===== src/rtl/bky_pkg.sv =====
// Shared types and constants for the Buckeye shift-chain configuration sequencer.
// Latency: none (declarations only).
// Backpressure: none.
package bky_pkg;

   typedef enum logic [1:0] {
      IDLE  = 2'd0,
      LOAD  = 2'd1,
      SHIFT = 2'd2
   } bky_state_t;

   localparam int BKY_BITS_PER_AMP = 48;
   localparam int BKY_NAMP         = 6;
   localparam int BKY_MAX_WORDS    = 18;

   // Number of amplifiers selected by a 6-bit mask.
   function automatic logic [2:0] popcount6(input logic [5:0] m);
      logic [2:0] c;
      c = 3'd0;
      for (int i = 0; i < 6; i++) begin
         c = c + {2'b00, m[i]};
      end
      return c;
   endfunction

endpackage


===== src/rtl/bky_bit_timer.sv =====
// Bit-period timer: phase counter p = 0..2*CLKDIV-1 and the generated shift clock.
// Latency: SH_CLK is registered; it is high for p >= CLKDIV, low whenever i_run drops.
// Backpressure: none; the counter free-runs while i_run is high and parks at p = 0 otherwise.
// Ports: CLK/RST clock and async reset; i_run enables counting;
//        o_sh_clk shift clock; o_tx_strobe (p = 0), o_sample_strobe (p = CLKDIV-1),
//        o_bit_end (p = 2*CLKDIV-1) single-cycle phase markers.
module bky_bit_timer #(
   parameter int CLKDIV = 4
) (
   input  logic CLK,
   input  logic RST,
   input  logic i_run,
   output logic o_sh_clk,
   output logic o_tx_strobe,
   output logic o_sample_strobe,
   output logic o_bit_end
);

   localparam logic [4:0] P_LAST = 5'(2 * CLKDIV - 1);
   localparam logic [4:0] P_SAMP = 5'(CLKDIV - 1);
   localparam logic [4:0] P_HIGH = 5'(CLKDIV);

   logic [4:0] r_p;
   logic       r_clk;
   logic [4:0] w_p_next;

   assign w_p_next = (r_p == P_LAST) ? 5'd0 : r_p + 5'd1;

   // The clock register looks one phase ahead so SH_CLK is high exactly when p >= CLKDIV.
   always_ff @(posedge CLK or posedge RST) begin
      if (RST) begin
         r_p   <= 5'd0;
         r_clk <= 1'b0;
      end else if (!i_run) begin
         r_p   <= 5'd0;
         r_clk <= 1'b0;
      end else begin
         r_p   <= w_p_next;
         r_clk <= (w_p_next >= P_HIGH);
      end
   end

   assign o_sh_clk        = r_clk;
   assign o_tx_strobe     = i_run && (r_p == 5'd0);
   assign o_sample_strobe = i_run && (r_p == P_SAMP);
   assign o_bit_end       = i_run && (r_p == P_LAST);

endmodule


===== src/rtl/bky_cfg_seq.sv =====
// Autonomous loader for the Buckeye amplifier shift chain from a 16-bit pattern RAM, with optional verify pass.
// Latency: DONE at START + 1 + passes*NW*(2 + 32*CLKDIV) cycles; BUSY rises the cycle after START.
// Backpressure: none; START is ignored while busy, ABORT returns to IDLE on the next cycle.
// Ports: CLK/RST; START/ABORT/MASK/VERIFY control; BUSY/DONE/ERR/ERR_CNT status;
//        RD_EN/RD_ADDR/RD_DATA pattern RAM (1-cycle read); SH_* shift-engine drive, SH_TDO chain return;
//        MASK_OUT latched amplifier select.
module bky_cfg_seq
   import bky_pkg::*;
#(
   parameter int CLKDIV       = 4,
   parameter int BITS_PER_AMP = BKY_BITS_PER_AMP
) (
   input  logic        CLK,
   input  logic        RST,
   input  logic        START,
   input  logic        ABORT,
   input  logic [5:0]  MASK,
   input  logic        VERIFY,
   output logic        BUSY,
   output logic        DONE,
   output logic        ERR,
   output logic [8:0]  ERR_CNT,
   output logic        RD_EN,
   output logic [4:0]  RD_ADDR,
   input  logic [15:0] RD_DATA,
   output logic        SH_SEL,
   output logic        SH_F,
   output logic        SH_SHIFT,
   output logic        SH_CLK,
   output logic        SH_TDI,
   input  logic        SH_TDO,
   output logic [5:0]  MASK_OUT
);

   bky_state_t  r_state;
   logic        r_ld_ph;      // 0: read strobe cycle, 1: capture cycle
   logic        r_pass2;
   logic        r_verify;
   logic [4:0]  r_nw;
   logic [4:0]  r_word;
   logic [3:0]  r_bit;
   logic [15:0] r_buf;        // bit 0 is always the bit of the current period
   logic        r_busy;
   logic        r_done;
   logic        r_err;
   logic [8:0]  r_err_cnt;
   logic        r_rd_en;
   logic [4:0]  r_rd_addr;
   logic        r_shift;
   logic        r_tdi;
   logic [5:0]  r_mask;

   logic [2:0]  w_n;
   logic [4:0]  w_nw;
   logic        w_run;
   logic        w_tx;
   logic        w_sample;
   logic        w_bit_end;

   assign w_n  = (MASK == 6'd0) ? 3'(BKY_NAMP) : popcount6(MASK);
   assign w_nw = 5'((BITS_PER_AMP * int'(w_n)) / 16);

   // Gating with ABORT makes SH_CLK low on the very next cycle.
   assign w_run = (r_state == SHIFT) && !ABORT;

   bky_bit_timer #(.CLKDIV(CLKDIV)) u_timer (
      .CLK             (CLK),
      .RST             (RST),
      .i_run           (w_run),
      .o_sh_clk        (SH_CLK),
      .o_tx_strobe     (w_tx),
      .o_sample_strobe (w_sample),
      .o_bit_end       (w_bit_end)
   );

   always_ff @(posedge CLK or posedge RST) begin
      if (RST) begin
         r_state   <= IDLE;
         r_ld_ph   <= 1'b0;
         r_pass2   <= 1'b0;
         r_verify  <= 1'b0;
         r_nw      <= 5'd0;
         r_word    <= 5'd0;
         r_bit     <= 4'd0;
         r_buf     <= 16'd0;
         r_busy    <= 1'b0;
         r_done    <= 1'b0;
         r_err     <= 1'b0;
         r_err_cnt <= 9'd0;
         r_rd_en   <= 1'b0;
         r_rd_addr <= 5'd0;
         r_shift   <= 1'b0;
         r_tdi     <= 1'b0;
         r_mask    <= 6'd0;
      end else begin
         r_done  <= 1'b0;
         r_rd_en <= 1'b0;
         if (ABORT && r_busy) begin
            r_state <= IDLE;
            r_busy  <= 1'b0;
            r_shift <= 1'b0;
         end else begin
            case (r_state)
               IDLE: begin
                  if (START && !ABORT) begin
                     r_mask    <= MASK;
                     r_verify  <= VERIFY;
                     r_err     <= 1'b0;
                     r_err_cnt <= 9'd0;
                     r_nw      <= w_nw;
                     r_word    <= 5'd0;
                     r_pass2   <= 1'b0;
                     r_busy    <= 1'b1;
                     r_rd_en   <= 1'b1;
                     r_rd_addr <= 5'd0;
                     r_ld_ph   <= 1'b0;
                     r_state   <= LOAD;
                  end
               end
               LOAD: begin
                  if (!r_ld_ph) begin
                     r_ld_ph <= 1'b1;
                  end else begin
                     r_buf   <= RD_DATA;
                     r_bit   <= 4'd0;
                     r_shift <= 1'b1;
                     r_state <= SHIFT;
                  end
               end
               SHIFT: begin
                  if (w_tx) begin
                     r_tdi <= r_buf[0];
                  end
                  // The chain is an NB-bit FIFO, so in pass 2 the returned bit matches the one being sent.
                  if (w_sample && r_pass2 && (SH_TDO != r_buf[0])) begin
                     r_err <= 1'b1;
                     if (r_err_cnt != 9'h1FF) begin
                        r_err_cnt <= r_err_cnt + 9'd1;
                     end
                  end
                  if (w_bit_end) begin
                     if (r_bit != 4'd15) begin
                        r_bit <= r_bit + 4'd1;
                        r_buf <= {1'b0, r_buf[15:1]};
                     end else begin
                        r_shift <= 1'b0;
                        r_ld_ph <= 1'b0;
                        if (r_word != r_nw - 5'd1) begin
                           r_word    <= r_word + 5'd1;
                           r_rd_addr <= r_word + 5'd1;
                           r_rd_en   <= 1'b1;
                           r_state   <= LOAD;
                        end else if (r_verify && !r_pass2) begin
                           r_pass2   <= 1'b1;
                           r_word    <= 5'd0;
                           r_rd_addr <= 5'd0;
                           r_rd_en   <= 1'b1;
                           r_state   <= LOAD;
                        end else begin
                           r_busy  <= 1'b0;
                           r_done  <= 1'b1;
                           r_state <= IDLE;
                        end
                     end
                  end
               end
               default: r_state <= IDLE;
            endcase
         end
      end
   end

   assign BUSY     = r_busy;
   assign DONE     = r_done;
   assign ERR      = r_err;
   assign ERR_CNT  = r_err_cnt;
   assign RD_EN    = r_rd_en;
   assign RD_ADDR  = r_rd_addr;
   assign SH_SEL   = r_busy;
   assign SH_F     = r_busy;
   assign SH_SHIFT = r_shift;
   assign SH_TDI   = r_tdi;
   assign MASK_OUT = r_mask;

endmodule


===== config.mk =====
export PLATFORM = sky130hd
export DESIGN_NAME = bky_cfg_seq
export DESIGN_NICKNAME = d
export VERILOG_FILES = /design/src/rtl/bky_pkg.sv /design/src/rtl/bky_bit_timer.sv /design/src/rtl/bky_cfg_seq.sv
export SDC_FILE = /design/constraint.sdc
export NUM_CORES = 1
export LEC_CHECK = 0
export BUFFER_PORTS_ARGS = -buffer_cell sky130_fd_sc_hd__buf_2
export CAP_MARGIN = 20
export CELL_PAD_IN_SITES_DETAIL_PLACEMENT = 0
export CELL_PAD_IN_SITES_GLOBAL_PLACEMENT = 1
export CORE_ASPECT_RATIO = 0.8
export CORE_MARGIN = 2
export CORE_UTILIZATION = 35
export DETAILED_ROUTE_END_ITERATION = 8
export PLACE_DENSITY_LB_ADDON = 0.1
export SETUP_SLACK_MARGIN = 0.1
export SYNTH_ARGS = -nofsm -noshare
export SYNTH_HDL_FRONTEND = slang
export SYNTH_SLANG_ARGS = --single-unit

===== constraint.sdc =====
create_clock -name CLK -period 2.8 [get_ports CLK]
set_input_delay 0.28 -clock CLK [delete_from_list [all_inputs] [get_ports CLK]]
set_output_delay 0.28 -clock CLK [all_outputs]
set_load 0.005 [all_outputs]

==> metrics.md <==
| Metric | Value |
|---|---|
| Clock-pin transition on the worst setup and hold timing paths | `50 ps` |
| Commonest non-fill, non-tap cells in the layout | `62 x dfrtp_1, 54 x buf_2, 53 x nand2_1` |
| Worst setup EP type | `register` |
| Multi-input gate area | `1590 um2` |
| CP Launch Type | `input pin` |
| Register area | `1550 um2` |
| Aggregate routed wire length | `6980 um` |
| Drc violations | `0` |
| Final-report hold violation count | `0` |
| Final setup viols | `0` |
| Synth Instances | `332` |
| Syn_nets | `376` |
| Clock Skews | `6.44 ps` |
| Core ar. | `9040 um2` |
| RSZ-0062 raised after global routing | `true` |
| Synth top area cells | `dfrtp_1 48%, nand2_1 6.2%, mux2i_1 5.2%` |
| Utilization after layout | `0.443` |
| Area Growth Syn to Fin | `23.3%` |
| Max_cap viols | `0` |
| ANT cells | `0` |
| Post-synthesis sequential area ratio | `0.478` |
| Register bit count reported by yosys | `62` |
| Tcrit/Tclk final | `0.996` |
| Yosys warns | `0` |
| H-tree level count | `3` |
| Routed length per instance | `13.6 um` |
| Ys async rst share | `1.00` |
| GRT overflow | `0` |
| Power Density | `855 nW/um2` |
| Synth Flop Type | `dfrtp_1` |
| Number of DRC markers in iteration 0 | `132` |
| Avg Inst Size Synth | `9.78 um2` |
| Worst Max-Slew Pin Slew | `645 ps` |
| Fin nets | `439` |
| Row count | `31` |
| Count of cell types in the netlist | `47` |
| Hold-fix buffers, CTS | `0` |
| CTS tree | `yes` |
| Chip height | `90.2 um` |
| Num CTS Buffers | `9` |
| Static leakage | `1.90 nW` |
| Initial antenna violation count | `0` |
| Top-area cell type share of the netlist area | `0.478` |
| Yosys top cell by area | `dfrtp_1` |
| Max rail drop VDD | `339 uV` |
| Min cycle time layout | `2790 ps` |
| Die Footprint | `10100 um2` |
| Overall routing resource usage | `0.155` |
| GPL Wtd Cong | `0.724` |
| DR vias | `2441` |
| Max Fanout on Critical Path | `3` |
| HPWL Detailed | `4980 um` |
| EDFF count, synth | `0` |
| Clk root buf | `clkbuf_16` |
| Arr. time, crit path | `2970 ps` |
| First-pass GRT wire length | `12400 um` |
| Max Fclk | `359 MHz` |
| Worst Setup Path Type | `input pin to register` |
| Fill cells | `885` |
| Layout cells sized above 1 | `0.254` |
| Largest net degree at the start of global routing | `35` |
| Req. time, crit path | `2980 ps` |
| Post-DR vias/cell | `4.77` |
| I/O Buffers | `56` |
| Die width | `112 um` |
| CTS sink count | `62` |
| Worst-case clock buffer depth | `2` |
| Mapped cell area | `3250 um2` |
| Outcome | `complete, no violations` |
| Clock Latency Late Sink | `330 ps` |
| Total iterations of the first detailed-routing run | `4` |
| Final Max Slew Viols | `0` |
| Slew headroom | `0.569` |
| Placed cell count | `499` |
| Hold crit path type | `input pin to asynchronous set/reset pin` |
| ANT nets after route | `0` |
| Leading cell type in the layout, fill and taps excluded | `dfrtp_1` |
| Register-to-Register Path Depth | `7` |
| Starting Density | `0.359` |
| Final cell count without fillers | `512` |
| Num ports | `57` |
| Number of global-route vias before repair | `2497` |
==> worst paths after layout <==
| check | from | end | slack (ps) |
|---|---|---|---|
| worst max register to register | u_timer.r_p[0] | RD_ADDR[0] | 480 |
| max in group asynchronous | RST | ERR_CNT[2] | 2140 |
| worst min-delay path | RST | RD_EN | 40 |
| worst max-delay path | MASK[0] | r_nw[3] | 10 |
| min in group CLK | VERIFY | r_verify | 190 |
| worst min register to register | MASK_OUT[3] | MASK_OUT[3] | 470 |
==> where the power goes <==
part | leakage, nW | switching [W] | internal, W
registers | 0.809 | 0.000189 | 0.00116
clock network | 0.133 | 0.000370 | 0.000627
logic | 0.956 | 0.000584 | 0.000499
==> cells in the mapped netlist, drive strengths merged (2+ instances only) <==
master / count
or3: 3
nand4: 2
xor2: 3
nand2b: 2
and2: 4
a21oi: 10
fa: 4
buf: 5
nor4: 2
and3: 3
mux2i: 17
clkbuf: 10
a22o: 5
xnor2: 14
inv: 18
dfrtp: 62
or2: 3
nor2b: 2
nor2: 22
ha: 12
mux2: 2
o21ai: 35
nor3: 8
nand2: 54
nand3: 12
==> state kept, by name (all words and copies together) (netlist names), 2 cells and up <==
signal and count:
r_nw 5, r_buf 16, r_bit 4, RD_ADDR 5
ERR_CNT 9, MASK_OUT 6, u_timer.r_p 5, r_state 2
==> timing repair <==
item | in CTS | in global routing
cloned | 0 | 0
buffers inserted | 0 | 0
pin swaps | 1 | 0
gates resized for setup | 4 | 4
setup endpoints to repair | 3 | 3
==> logic make-up after synthesis <==
kind of cell / Yosys count / share of synthesized area
buffers and inverters: 33 / 0.0443
adders and majority gates: 16 / 0.0709
muxes: 19 / 0.0593
xor gates and xnor gates: 17 / 0.0458
DFF: 62 / 0.478
AOI/OAI and AO/OA: 61 / 0.111
and+or+nand+nor: 124 / 0.191
==> final cells by class <==
cell class | count | share of cell area
timing repair buffer | 67 | 0.0968
sequential | 62 | 0.387
inverter | 18 | 0.0169
clock inverter | 2 | 0.00250
multi-input combinational | 237 | 0.397
tap | 115 | 0.0359
clock buffer | 11 | 0.0631
==> worst max-delay path: stages <==
cell     delay (ps)
buf_8           100
fa_1            530
inv_1            50
fa_1            440
inv_1            70
ha_2            170
inv_2            30
fa_1            490
nand2_2         100
ha_4            180
fa_2            350
xnor2_2         120
o21ai_1          60
==> layer usage <==
layer  up-vias  wire (um)  global-route usage
li1       1252          -                   -
met1      1140       3700               0.219
met2        45       2980               0.222
met3         4        238              0.0593
met4         0         55              0.0432
met5         -          0                   0
==> per-stage QoR <==
step                      total power [W]  setup slack (ps)  area [um2]  hold slack [ps]  TNS (ps)
after CTS                         0.00349              8.96        3990             68.7         0
after floorplan                   0.00208              -105        3270              385      -196
after global routing              0.00373              -110        4010             87.4      -161
after global placement            0.00243              -326        3720              425      -823
after detailed placement          0.00245              -379        3720              434     -1000
final                             0.00343              12.4        4010             40.8         0
No activity file was read; power rests on OpenSTA's default activity.
